===== config.mk =====
export PLATFORM = sky130hd
export DESIGN_NAME = bp_train_scheduler_flat
export DESIGN_NICKNAME = d
export VERILOG_FILES = /design/src/rtl/bp_train_scheduler_if.sv /design/src/rtl/bp_train_scheduler.sv /design/src/flat_wrapper.sv
export SDC_FILE = /design/constraint.sdc
export NUM_CORES = 1
export LEC_CHECK = 0
export BUFFER_PORTS_ARGS = -buffer_cell sky130_fd_sc_hd__buf_2
export CORE_MARGIN = 2
export CORE_UTILIZATION = 40
export CTS_CLUSTER_DIAMETER = 120
export DETAILED_ROUTE_END_ITERATION = 6
export GPL_ROUTABILITY_DRIVEN = 0
export HOLD_SLACK_MARGIN = 0.12
export SYNTH_ARGS = -nofsm -noshare
export SYNTH_HDL_FRONTEND = slang
export SYNTH_SLANG_ARGS = --single-unit

===== constraint.sdc =====
create_clock -name clk -period 3.1 [get_ports clk]
set_input_delay 0.62 -clock clk [delete_from_list [all_inputs] [get_ports clk]]
set_output_delay 0.62 -clock clk [all_outputs]
set_load 0.01 [all_outputs]

===== src/rtl/bp_train_scheduler_if.sv =====
// rtl/bp_train_scheduler_if.sv - lookup, feedback and training port bundle of bp_train_scheduler
interface bp_train_scheduler_if #(
    parameter int ADDR_W   = 32,
    parameter int IDX_BITS = 7,
    parameter int CNT_BITS = 16
);
    logic                i_req_valid;
    logic [ADDR_W-1:0]   i_req_pc;
    logic                o_req_stall;
    logic                o_tbl_rd_en;
    logic [IDX_BITS-1:0] o_tbl_rd_idx;
    logic                i_fb_valid;
    logic [ADDR_W-1:0]   i_fb_pc;
    logic                i_fb_prediction;
    logic                i_fb_outcome;
    logic                o_trn_valid;
    logic [IDX_BITS-1:0] o_trn_idx;
    logic                o_trn_outcome;
    logic                o_trn_mispred;
    logic                i_trn_ready;
    logic [CNT_BITS-1:0] o_miss_count;
    logic [CNT_BITS-1:0] o_drop_count;

    modport slave (
        input  i_req_valid, i_req_pc, i_fb_valid, i_fb_pc, i_fb_prediction,
               i_fb_outcome, i_trn_ready,
        output o_req_stall, o_tbl_rd_en, o_tbl_rd_idx, o_trn_valid, o_trn_idx,
               o_trn_outcome, o_trn_mispred, o_miss_count, o_drop_count
    );

    modport master (
        output i_req_valid, i_req_pc, i_fb_valid, i_fb_pc, i_fb_prediction,
               i_fb_outcome, i_trn_ready,
        input  o_req_stall, o_tbl_rd_en, o_tbl_rd_idx, o_trn_valid, o_trn_idx,
               o_trn_outcome, o_trn_mispred, o_miss_count, o_drop_count
    );
endinterface


===== src/rtl/bp_train_scheduler.sv =====
// rtl/bp_train_scheduler.sv - arbitrates the predictor table port between lookups and buffered training
module bp_train_scheduler #(
    parameter int ADDR_W     = 32,
    parameter int IDX_BITS   = 7,
    parameter int DEPTH      = 4,
    parameter int STARVE_MAX = 8,
    parameter int CNT_BITS   = 16
) (
    input  logic                 clk,
    input  logic                 rst_n,
    bp_train_scheduler_if.slave  bus
);
    localparam int PTR_W = $clog2(DEPTH);
    localparam int ENT_W = IDX_BITS + 2;
    localparam int ST_W  = $clog2(STARVE_MAX + 1);

    typedef enum logic [1:0] {IDLE, DRAIN, FORCE} state_t;

    state_t              state_q;
    logic [ENT_W-1:0]    mem_q [DEPTH];
    logic [PTR_W:0]      wr_ptr_q, rd_ptr_q, wr_ptr_d, rd_ptr_d;
    logic [ST_W-1:0]     starve_q, starve_d;
    logic [CNT_BITS-1:0] miss_q, drop_q;

    logic fifo_empty, fifo_full, fifo_empty_d;
    logic rd_en, trn_valid, stall;
    logic push, pop, drop, fb_mispred;
    logic [ENT_W-1:0] head;
    logic unused_pc_bits;

    assign unused_pc_bits = ^{bus.i_req_pc[ADDR_W-1:IDX_BITS+2], bus.i_req_pc[1:0],
                              bus.i_fb_pc[ADDR_W-1:IDX_BITS+2], bus.i_fb_pc[1:0]};

    assign fifo_empty = (wr_ptr_q == rd_ptr_q);
    assign fifo_full  = (wr_ptr_q[PTR_W] != rd_ptr_q[PTR_W]) &&
                        (wr_ptr_q[PTR_W-1:0] == rd_ptr_q[PTR_W-1:0]);

    // One table-port user per cycle; FORCE takes the port regardless of decode.
    always_comb begin
        rd_en     = 1'b0;
        trn_valid = 1'b0;
        stall     = 1'b0;
        unique case (state_q)
            IDLE:  rd_en = bus.i_req_valid & rst_n;
            DRAIN: begin
                rd_en     = bus.i_req_valid & rst_n;
                trn_valid = ~bus.i_req_valid;
            end
            FORCE: begin
                trn_valid = 1'b1;
                stall     = bus.i_req_valid;
            end
            default: ;
        endcase
    end

    assign pop        = trn_valid & bus.i_trn_ready;
    assign push       = bus.i_fb_valid & (~fifo_full | pop);
    assign drop       = bus.i_fb_valid & fifo_full & ~pop;
    assign fb_mispred = bus.i_fb_prediction ^ bus.i_fb_outcome;

    assign wr_ptr_d     = wr_ptr_q + (PTR_W+1)'(push);
    assign rd_ptr_d     = rd_ptr_q + (PTR_W+1)'(pop);
    assign fifo_empty_d = (wr_ptr_d == rd_ptr_d);

    always_comb begin
        starve_d = starve_q;
        if (pop || fifo_empty)
            starve_d = '0;
        else if (starve_q < ST_W'(STARVE_MAX))
            starve_d = starve_q + ST_W'(1);
    end

    always_ff @(posedge clk or negedge rst_n) begin
        if (!rst_n) begin
            state_q  <= IDLE;
            wr_ptr_q <= '0;
            rd_ptr_q <= '0;
            starve_q <= '0;
            miss_q   <= '0;
            drop_q   <= '0;
            for (int i = 0; i < DEPTH; i++)
                mem_q[i] <= '0;
        end else begin
            // On full+push+pop the write lands in the slot the head vacates this cycle.
            if (push)
                mem_q[wr_ptr_q[PTR_W-1:0]] <= {bus.i_fb_pc[IDX_BITS+1:2], bus.i_fb_outcome, fb_mispred};
            wr_ptr_q <= wr_ptr_d;
            rd_ptr_q <= rd_ptr_d;
            starve_q <= starve_d;
            if (push && fb_mispred && (miss_q != '1))
                miss_q <= miss_q + CNT_BITS'(1);
            if (drop && (drop_q != '1))
                drop_q <= drop_q + CNT_BITS'(1);
            unique case (state_q)
                IDLE:  if (push) state_q <= DRAIN;
                DRAIN: begin
                    if (fifo_empty_d)
                        state_q <= IDLE;
                    else if (starve_d == ST_W'(STARVE_MAX))
                        state_q <= FORCE;
                end
                FORCE: if (pop) state_q <= fifo_empty_d ? IDLE : DRAIN;
                default: state_q <= IDLE;
            endcase
        end
    end

    assign head = mem_q[rd_ptr_q[PTR_W-1:0]];

    assign bus.o_req_stall   = stall;
    assign bus.o_tbl_rd_en   = rd_en;
    assign bus.o_tbl_rd_idx  = rd_en ? bus.i_req_pc[IDX_BITS+1:2] : '0;
    assign bus.o_trn_valid   = trn_valid;
    assign bus.o_trn_idx     = head[ENT_W-1:2];
    assign bus.o_trn_outcome = head[1];
    assign bus.o_trn_mispred = head[0];
    assign bus.o_miss_count  = miss_q;
    assign bus.o_drop_count  = drop_q;
endmodule


===== src/flat_wrapper.sv =====
// flat-port wrapper written by rule: the top's interface ports become plain ports
module bp_train_scheduler_flat 
#(
    parameter int ADDR_W     = 32,
    parameter int IDX_BITS   = 7,
    parameter int DEPTH      = 4,
    parameter int STARVE_MAX = 8,
    parameter int CNT_BITS   = 16
)
  (clk, rst_n, bus_i_req_valid, bus_i_req_pc, bus_i_fb_valid, bus_i_fb_pc, bus_i_fb_prediction, bus_i_fb_outcome, bus_i_trn_ready, bus_o_req_stall, bus_o_tbl_rd_en, bus_o_tbl_rd_idx, bus_o_trn_valid, bus_o_trn_idx, bus_o_trn_outcome, bus_o_trn_mispred, bus_o_miss_count, bus_o_drop_count);
  bp_train_scheduler_if #(.ADDR_W(ADDR_W), .IDX_BITS(IDX_BITS), .CNT_BITS(CNT_BITS)) bus_i ();
  input  logic clk;
  input  logic rst_n;
  input wire logic [$bits(bus_i.i_req_valid)-1:0] bus_i_req_valid;
  input wire logic [$bits(bus_i.i_req_pc)-1:0] bus_i_req_pc;
  input wire logic [$bits(bus_i.i_fb_valid)-1:0] bus_i_fb_valid;
  input wire logic [$bits(bus_i.i_fb_pc)-1:0] bus_i_fb_pc;
  input wire logic [$bits(bus_i.i_fb_prediction)-1:0] bus_i_fb_prediction;
  input wire logic [$bits(bus_i.i_fb_outcome)-1:0] bus_i_fb_outcome;
  input wire logic [$bits(bus_i.i_trn_ready)-1:0] bus_i_trn_ready;
  output wire logic [$bits(bus_i.o_req_stall)-1:0] bus_o_req_stall;
  output wire logic [$bits(bus_i.o_tbl_rd_en)-1:0] bus_o_tbl_rd_en;
  output wire logic [$bits(bus_i.o_tbl_rd_idx)-1:0] bus_o_tbl_rd_idx;
  output wire logic [$bits(bus_i.o_trn_valid)-1:0] bus_o_trn_valid;
  output wire logic [$bits(bus_i.o_trn_idx)-1:0] bus_o_trn_idx;
  output wire logic [$bits(bus_i.o_trn_outcome)-1:0] bus_o_trn_outcome;
  output wire logic [$bits(bus_i.o_trn_mispred)-1:0] bus_o_trn_mispred;
  output wire logic [$bits(bus_i.o_miss_count)-1:0] bus_o_miss_count;
  output wire logic [$bits(bus_i.o_drop_count)-1:0] bus_o_drop_count;
  assign bus_i.i_req_valid = bus_i_req_valid;
  assign bus_i.i_req_pc = bus_i_req_pc;
  assign bus_i.i_fb_valid = bus_i_fb_valid;
  assign bus_i.i_fb_pc = bus_i_fb_pc;
  assign bus_i.i_fb_prediction = bus_i_fb_prediction;
  assign bus_i.i_fb_outcome = bus_i_fb_outcome;
  assign bus_i.i_trn_ready = bus_i_trn_ready;
  assign bus_o_req_stall = bus_i.o_req_stall;
  assign bus_o_tbl_rd_en = bus_i.o_tbl_rd_en;
  assign bus_o_tbl_rd_idx = bus_i.o_tbl_rd_idx;
  assign bus_o_trn_valid = bus_i.o_trn_valid;
  assign bus_o_trn_idx = bus_i.o_trn_idx;
  assign bus_o_trn_outcome = bus_i.o_trn_outcome;
  assign bus_o_trn_mispred = bus_i.o_trn_mispred;
  assign bus_o_miss_count = bus_i.o_miss_count;
  assign bus_o_drop_count = bus_i.o_drop_count;
  bp_train_scheduler #(.ADDR_W(ADDR_W), .IDX_BITS(IDX_BITS), .DEPTH(DEPTH), .STARVE_MAX(STARVE_MAX), .CNT_BITS(CNT_BITS)) u_core (.clk(clk), .rst_n(rst_n), .bus(bus_i));
endmodule

**Word-level counts from Yosys, hierarchy flattened**

Cells that the tools add are included.

- Output and inout bits: 51
- Input bits: 71
- Word-level logic and storage cells: 70
- Register bits after elaboration: 80

- Add/sub/neg operators: 5
- Muxes and demuxes: 18
- Equal/unequal tests: 12
- Magnitude comparators: 4
- Bitwise logic cells: 12
- Reduce and logical (&&, ||, !) cells: 9

Operators with widths:

| cell | number |
|---|---|
| $bwmux 36 | 1 |
| $add 16x1->16 const B | 2 |
| $ne 16x16->1 const B | 2 |
| $mux 9 | 3 |
| $bmux 9 s2 | 1 |
| $demux 9 s2 | 1 |
| $mux 2 | 4 |
| $mux 4 | 2 |
| $mux 7 | 1 |
| $add 3x1->3 | 2 |
| $eq 3x3->1 | 2 |
| $ge 3x3->1 const B | 2 |
| $not 2->3 | 2 |
| $pmux 2 s3 | 1 |
| $and 1x1->1 | 5 |
| $logic_and 1x1->1 | 5 |
| $add 4x1->4 const B | 1 |
| $eq 4x4->1 const B | 1 |
| $lt 4x4->1 const B | 1 |
| $ne 2x1->1 const B | 2 |
| $lt 3x1->1 const B | 1 |
| $mux 1 | 3 |
| $ne 3x1->1 const B | 1 |
| $not 1->1 | 3 |
| 11 further kinds | 11 |

**Depth between registers and ports, before layout**

- Depth after elaboration: 10
- Depth in mapped cells: 12
- Depth with buffers taken out: 12

**Worst setup path before layout**

No wires, ideal clock.

- Kind: register to register
- Start: reg u_core.rd_ptr_q[0]
- End: reg u_core.state_q[0]
- Stages on the path, launching flop included: 12
- Slack: 0.364 ns
- Arrival: 2.611 ns
- Required time: 2.975 ns
- Cells stage by stage: dfrtp_1 buf_6 xor2_4 o31ai_4 nand2_4 ha_1 ha_1 xnor2_1 xnor2_1 o21ai_0 o21ai_1 mux2_2

- Cells in the longest elaborated chain, start to end: 10
- Elaborated cells on any way between the ends: 19

RTL lines:

| element | line | source |
|---|---|---|
| start, declared | bp_train_scheduler.sv:21 | `logic [PTR_W:0] wr_ptr_q, rd_ptr_q, wr_ptr_d, rd_ptr_d;` |
| start signal, assigned | bp_train_scheduler.sv:89 | `rd_ptr_q <= rd_ptr_d;` |
| $eq 2x2->1 | bp_train_scheduler.sv:36 | `(wr_ptr_q[PTR_W-1:0] == rd_ptr_q[PTR_W-1:0]);` |
| $logic_and 1x1->1 | bp_train_scheduler.sv:35 | `assign fifo_full = (wr_ptr_q[PTR_W] != rd_ptr_q[PTR_W]) &&` |
| $not 1->1 | bp_train_scheduler.sv:58 | `assign push = bus.i_fb_valid & (~fifo_full \| pop);` |
| $or 1x1->1 | bp_train_scheduler.sv:58 |  |
| $and 1x1->1 | bp_train_scheduler.sv:58 |  |
| $add 3x1->3 | bp_train_scheduler.sv:62 | `assign wr_ptr_d = wr_ptr_q + (PTR_W+1)'(push);` |
| $eq 3x3->1 | bp_train_scheduler.sv:64 | `assign fifo_empty_d = (wr_ptr_d == rd_ptr_d);` |
| $mux 1 | bp_train_scheduler.sv:103 | `FORCE: if (pop) state_q <= fifo_empty_d ? IDLE : DRAIN;` |
| $mux 2 | bp_train_scheduler.sv:103 |  |
| $pmux 2 s3 | bp_train_scheduler.sv:95 | `unique case (state_q)` |
| end signal, assigned | bp_train_scheduler.sv:103 |  |
| end, declared | bp_train_scheduler.sv:19 | `state_t state_q;` |

Several ways; a longest one is shown, not always the timed one. The select of a mux whose other input is x is not followed.
A chain may end at the register's enable or synchronous reset.

**Worst setup path after layout**

- Start: reg u_core.state_q[1]
- End: reg u_core.state_q[0]

- Cells in the longest elaborated chain, start to end: 10
- Elaborated cells on any way between the ends: 21

RTL lines:

| element | line | source |
|---|---|---|
| $eq 2x2->1 or $eq 2x1->1 (tied branches) | bp_train_scheduler.sv:43, bp_train_scheduler.sv:95 |  |
| $pmux 1 s2 | bp_train_scheduler.sv:43 | `unique case (state_q)` |
| $and 1x1->1 | bp_train_scheduler.sv:57 | `assign pop = trn_valid & bus.i_trn_ready;` |
| $or 1x1->1 | bp_train_scheduler.sv:58 |  |
| $and 1x1->1 | bp_train_scheduler.sv:58 |  |
| $add 3x1->3 | bp_train_scheduler.sv:62 |  |
| $eq 3x3->1 | bp_train_scheduler.sv:64 |  |
| $mux 1 | bp_train_scheduler.sv:103 |  |
| $mux 2 | bp_train_scheduler.sv:103 |  |
| $pmux 2 s3 | bp_train_scheduler.sv:95 |  |

Several ways; a longest one is shown, not always the timed one. The select of a mux whose other input is x is not followed.

==> flow_summary.json <==
{
  "nets": 475,
  "syn_nets": 394,
  "fmax_ghz": 0.355,
  "wirelength_um": 7890,
  "fin_util_pct": 48.0,
  "maxCapViolations": 0,
  "ant_nets": 0,
  "cp_cell_sequence": "inv_1 > ha_1 > nor2b_2 > o2111ai_2 > nand2_4 > ha_1 > ha_1 > xnor2_1 > xnor2_1 > o21ai_0 > o21ai_1 > mux2_2",
  "skew_ns": 0.0165,
  "worstMarginPinSlew_ns": 0.728,
  "final_layout_size_suffix_gt1_share_pct": 43.0,
  "finalSetupViolations": 0,
  "portBuffers": 71,
  "slew_violations": 0,
  "final.setup.worst_slack_ns": 0.285,
  "htree_levels": 3,
  "arrival_ns": 3.05,
  "fin_cells": 534,
  "synth_cell_types": 54,
  "final_cell_mix": "dfrtp_1 (80), buf_2 (70), mux2_2 (38)",
  "place_ws_ns": 0.274,
  "cts.sinks": 80,
  "post_cts_buffers": 0,
  "fp.dieW_um": 105,
  "clockBufferDepth": 2,
  "fp-row-count": 37,
  "grt_max_degree": 57,
  "setup-tns-final_ns": 0,
  "dieHeight_um": 105,
  "ys_seq_area_share_pct": 48.6,
  "clkTransAtPathRegs_ns": 0.10,
  "antenna_found_initial": 0,
  "finalWorstPathRequiredPeriod_ns": 2.82,
  "rr_worst_depth": 12,
  "grt-ovfl-total": 0,
  "cts_made_buffers": 9,
  "ys_seq_elements": 80,
  "drt_pass1_iterations": 4,
  "design_area_um2": 4870,
  "clock_latency_ns": 0.35,
  "io_pins": 122,
  "cts_resized": 0,
  "max_stage_delay_ns": 0.40,
  "via_count": 2677,
  "end_kind": "register",
  "finalHoldViolCount": 0,
  "crit_path_start_kind": "register",
  "wire_per_inst_um": 14.8,
  "hold_buffers": 0,
  "grt_pass1_wl_um": 13400,
  "cts_tree": "built",
  "path_common_cell": "ha_1",
  "grt_pass1_vias": 2715,
  "syn_inst": 312,
  "path_max_fanout": 4,
  "critical_path_class": "register to register",
  "cp.required_ns": 3.34,
  "placed_cells": 518,
  "netlist_area_um2": 4120,
  "crit_slowest_cell": "dfrtp_1",
  "die-area_um2": 11100,
  "syn_area_per_cell_um2": 13.2,
  "hold_path.class": "input port to asynchronous set/reset pin",
  "vdd_ir_drop_max_mv": 0.433,
  "synth-async-reset-ratio_pct": 100,
  "track_usage_pct": 15.3,
  "drc": 0,
  "holdWs_ns": 0.278,
  "power_density_nw_per_um2": 928,
  "core_um2": 10100,
  "period_share_pct": 90.8,
  "max_slew_margin_pct": 51.5,
  "synth_edf_count": 0,
  "power.total_mw": 4.52,
  "p_leak_nw": 2.35,
  "diodes": 0,
  "ys_warn_count": 0,
  "final_common_cell": "dfrtp_1",
  "placed_area_um2": 4640,
  "initial_utilization_pct": 40.6,
  "vias_per_cell": 5.01,
  "drt_iter0_drc": 107,
  "grt_setup_unrepaired": "false",
  "clockRootBuffer": "clkbuf_8",
  "regToRegSetupSlack_ns": 0.28,
  "ys.flop_type": "dfrtp_1",
  "status": "complete, no violations",
  "area_delta_synth_final_pct": 18.3,
  "dp_hpwl_um": 5580
}
-- cells by family after synthesis --
kind of cell	synth area share, %
AO/OA/AOI/OAI	4.13
XOR/XNOR	9.79
adder cells (fa/ha/maj)	3.34
buffers and inverters	2.13
flip-flops	48.6
multiplexers	16.2
AND/OR/NAND/NOR	15.8
-- routing by layer --
metal	track usage (%)	wire length (um)	part of all wire, %	vias to the layer above
li1	-	-	-	1290
met4	5.14	100	1.3	0
met5	0	0	0	-
met3	3.59	255	3.2	8
met1	20.1	3590	45	1335
met2	24.8	3940	50	44
-- critical path: cells and delay by family (launching register included) --
kind            cells  cell delay, ns
fa+ha+maj           3            0.65
mux                 1            0.35
flops               1            0.40
buf+inv             1            0.08
xor+xnor            2            0.36
compound gates      3            0.56
simple gates        2            0.31
-- registers in the layout (all words and copies together) (netlist names) --
signal and cells:
u_core.starve_q 4, u_core.bus.o_miss_count 16, u_core.bus.o_drop_count 16, u_core.mem_q 36, u_core.state_q 2, u_core.rd_ptr_q 3
u_core.wr_ptr_q 3
-- where the power goes --
part	internal [mW]	leakage (nW)	switching [mW]
logic	0.993	1.23	0.887
registers	1.43	1.00	0.318
clock network	0.470	0.118	0.420
-- Yosys cell counts, drive strengths merged (2+ instances only) --
cell	number	area share (%)
dfrtp	80	49
mux2	39	11
xor2	34	7.9
nor2	16	1.5
nand2	15	1.6
nor3	15	3.0
nand3	13	1.7
ha	11	3.3
mux4	9	5.2
xnor2	9	1.9
and2	8	1.2
nor4	8	1.8
buf	7	1.4
inv	7	0.64
nand4	6	1.1
and4	4	0.85
and3	3	0.46
o21ai	3	0.36
nand3b	2	0.97
nor2b	2	0.36
nor3b	2	0.49
or2	2	0.30
-- layout make-up --
cell class / count / area, um2
Fill cell: 912 / 5270
Multi-Input combinational cell: 217 / 2030
Sequential cell: 80 / 2000
Timing Repair Buffer: 78 / 410
Tap cell: 136 / 170
Clock buffer: 9 / 124
Clock inverter: 7 / 111
Inverter: 7 / 26.3
-- worst paths after layout --
check                                                         from                                       to
max                                  u_core.state_q[1]$_DFFE_PN0P_            u_core.state_q[0]$_DFFE_PN0P_
min                                                          rst_n             u_core.mem_q[15]$_DFFE_PN0P_
max reg2reg                          u_core.state_q[1]$_DFFE_PN0P_            u_core.state_q[0]$_DFFE_PN0P_
min reg2reg                u_core.bus.o_drop_count[14]$_DFFE_PN0P_  u_core.bus.o_drop_count[14]$_DFFE_PN0P_
max in group asynchronous                                    rst_n             u_core.rd_ptr_q[1]$_DFF_PN0_
min in group clk           u_core.bus.o_drop_count[14]$_DFFE_PN0P_  u_core.bus.o_drop_count[14]$_DFFE_PN0P_
(Power assumes the default switching activity.)
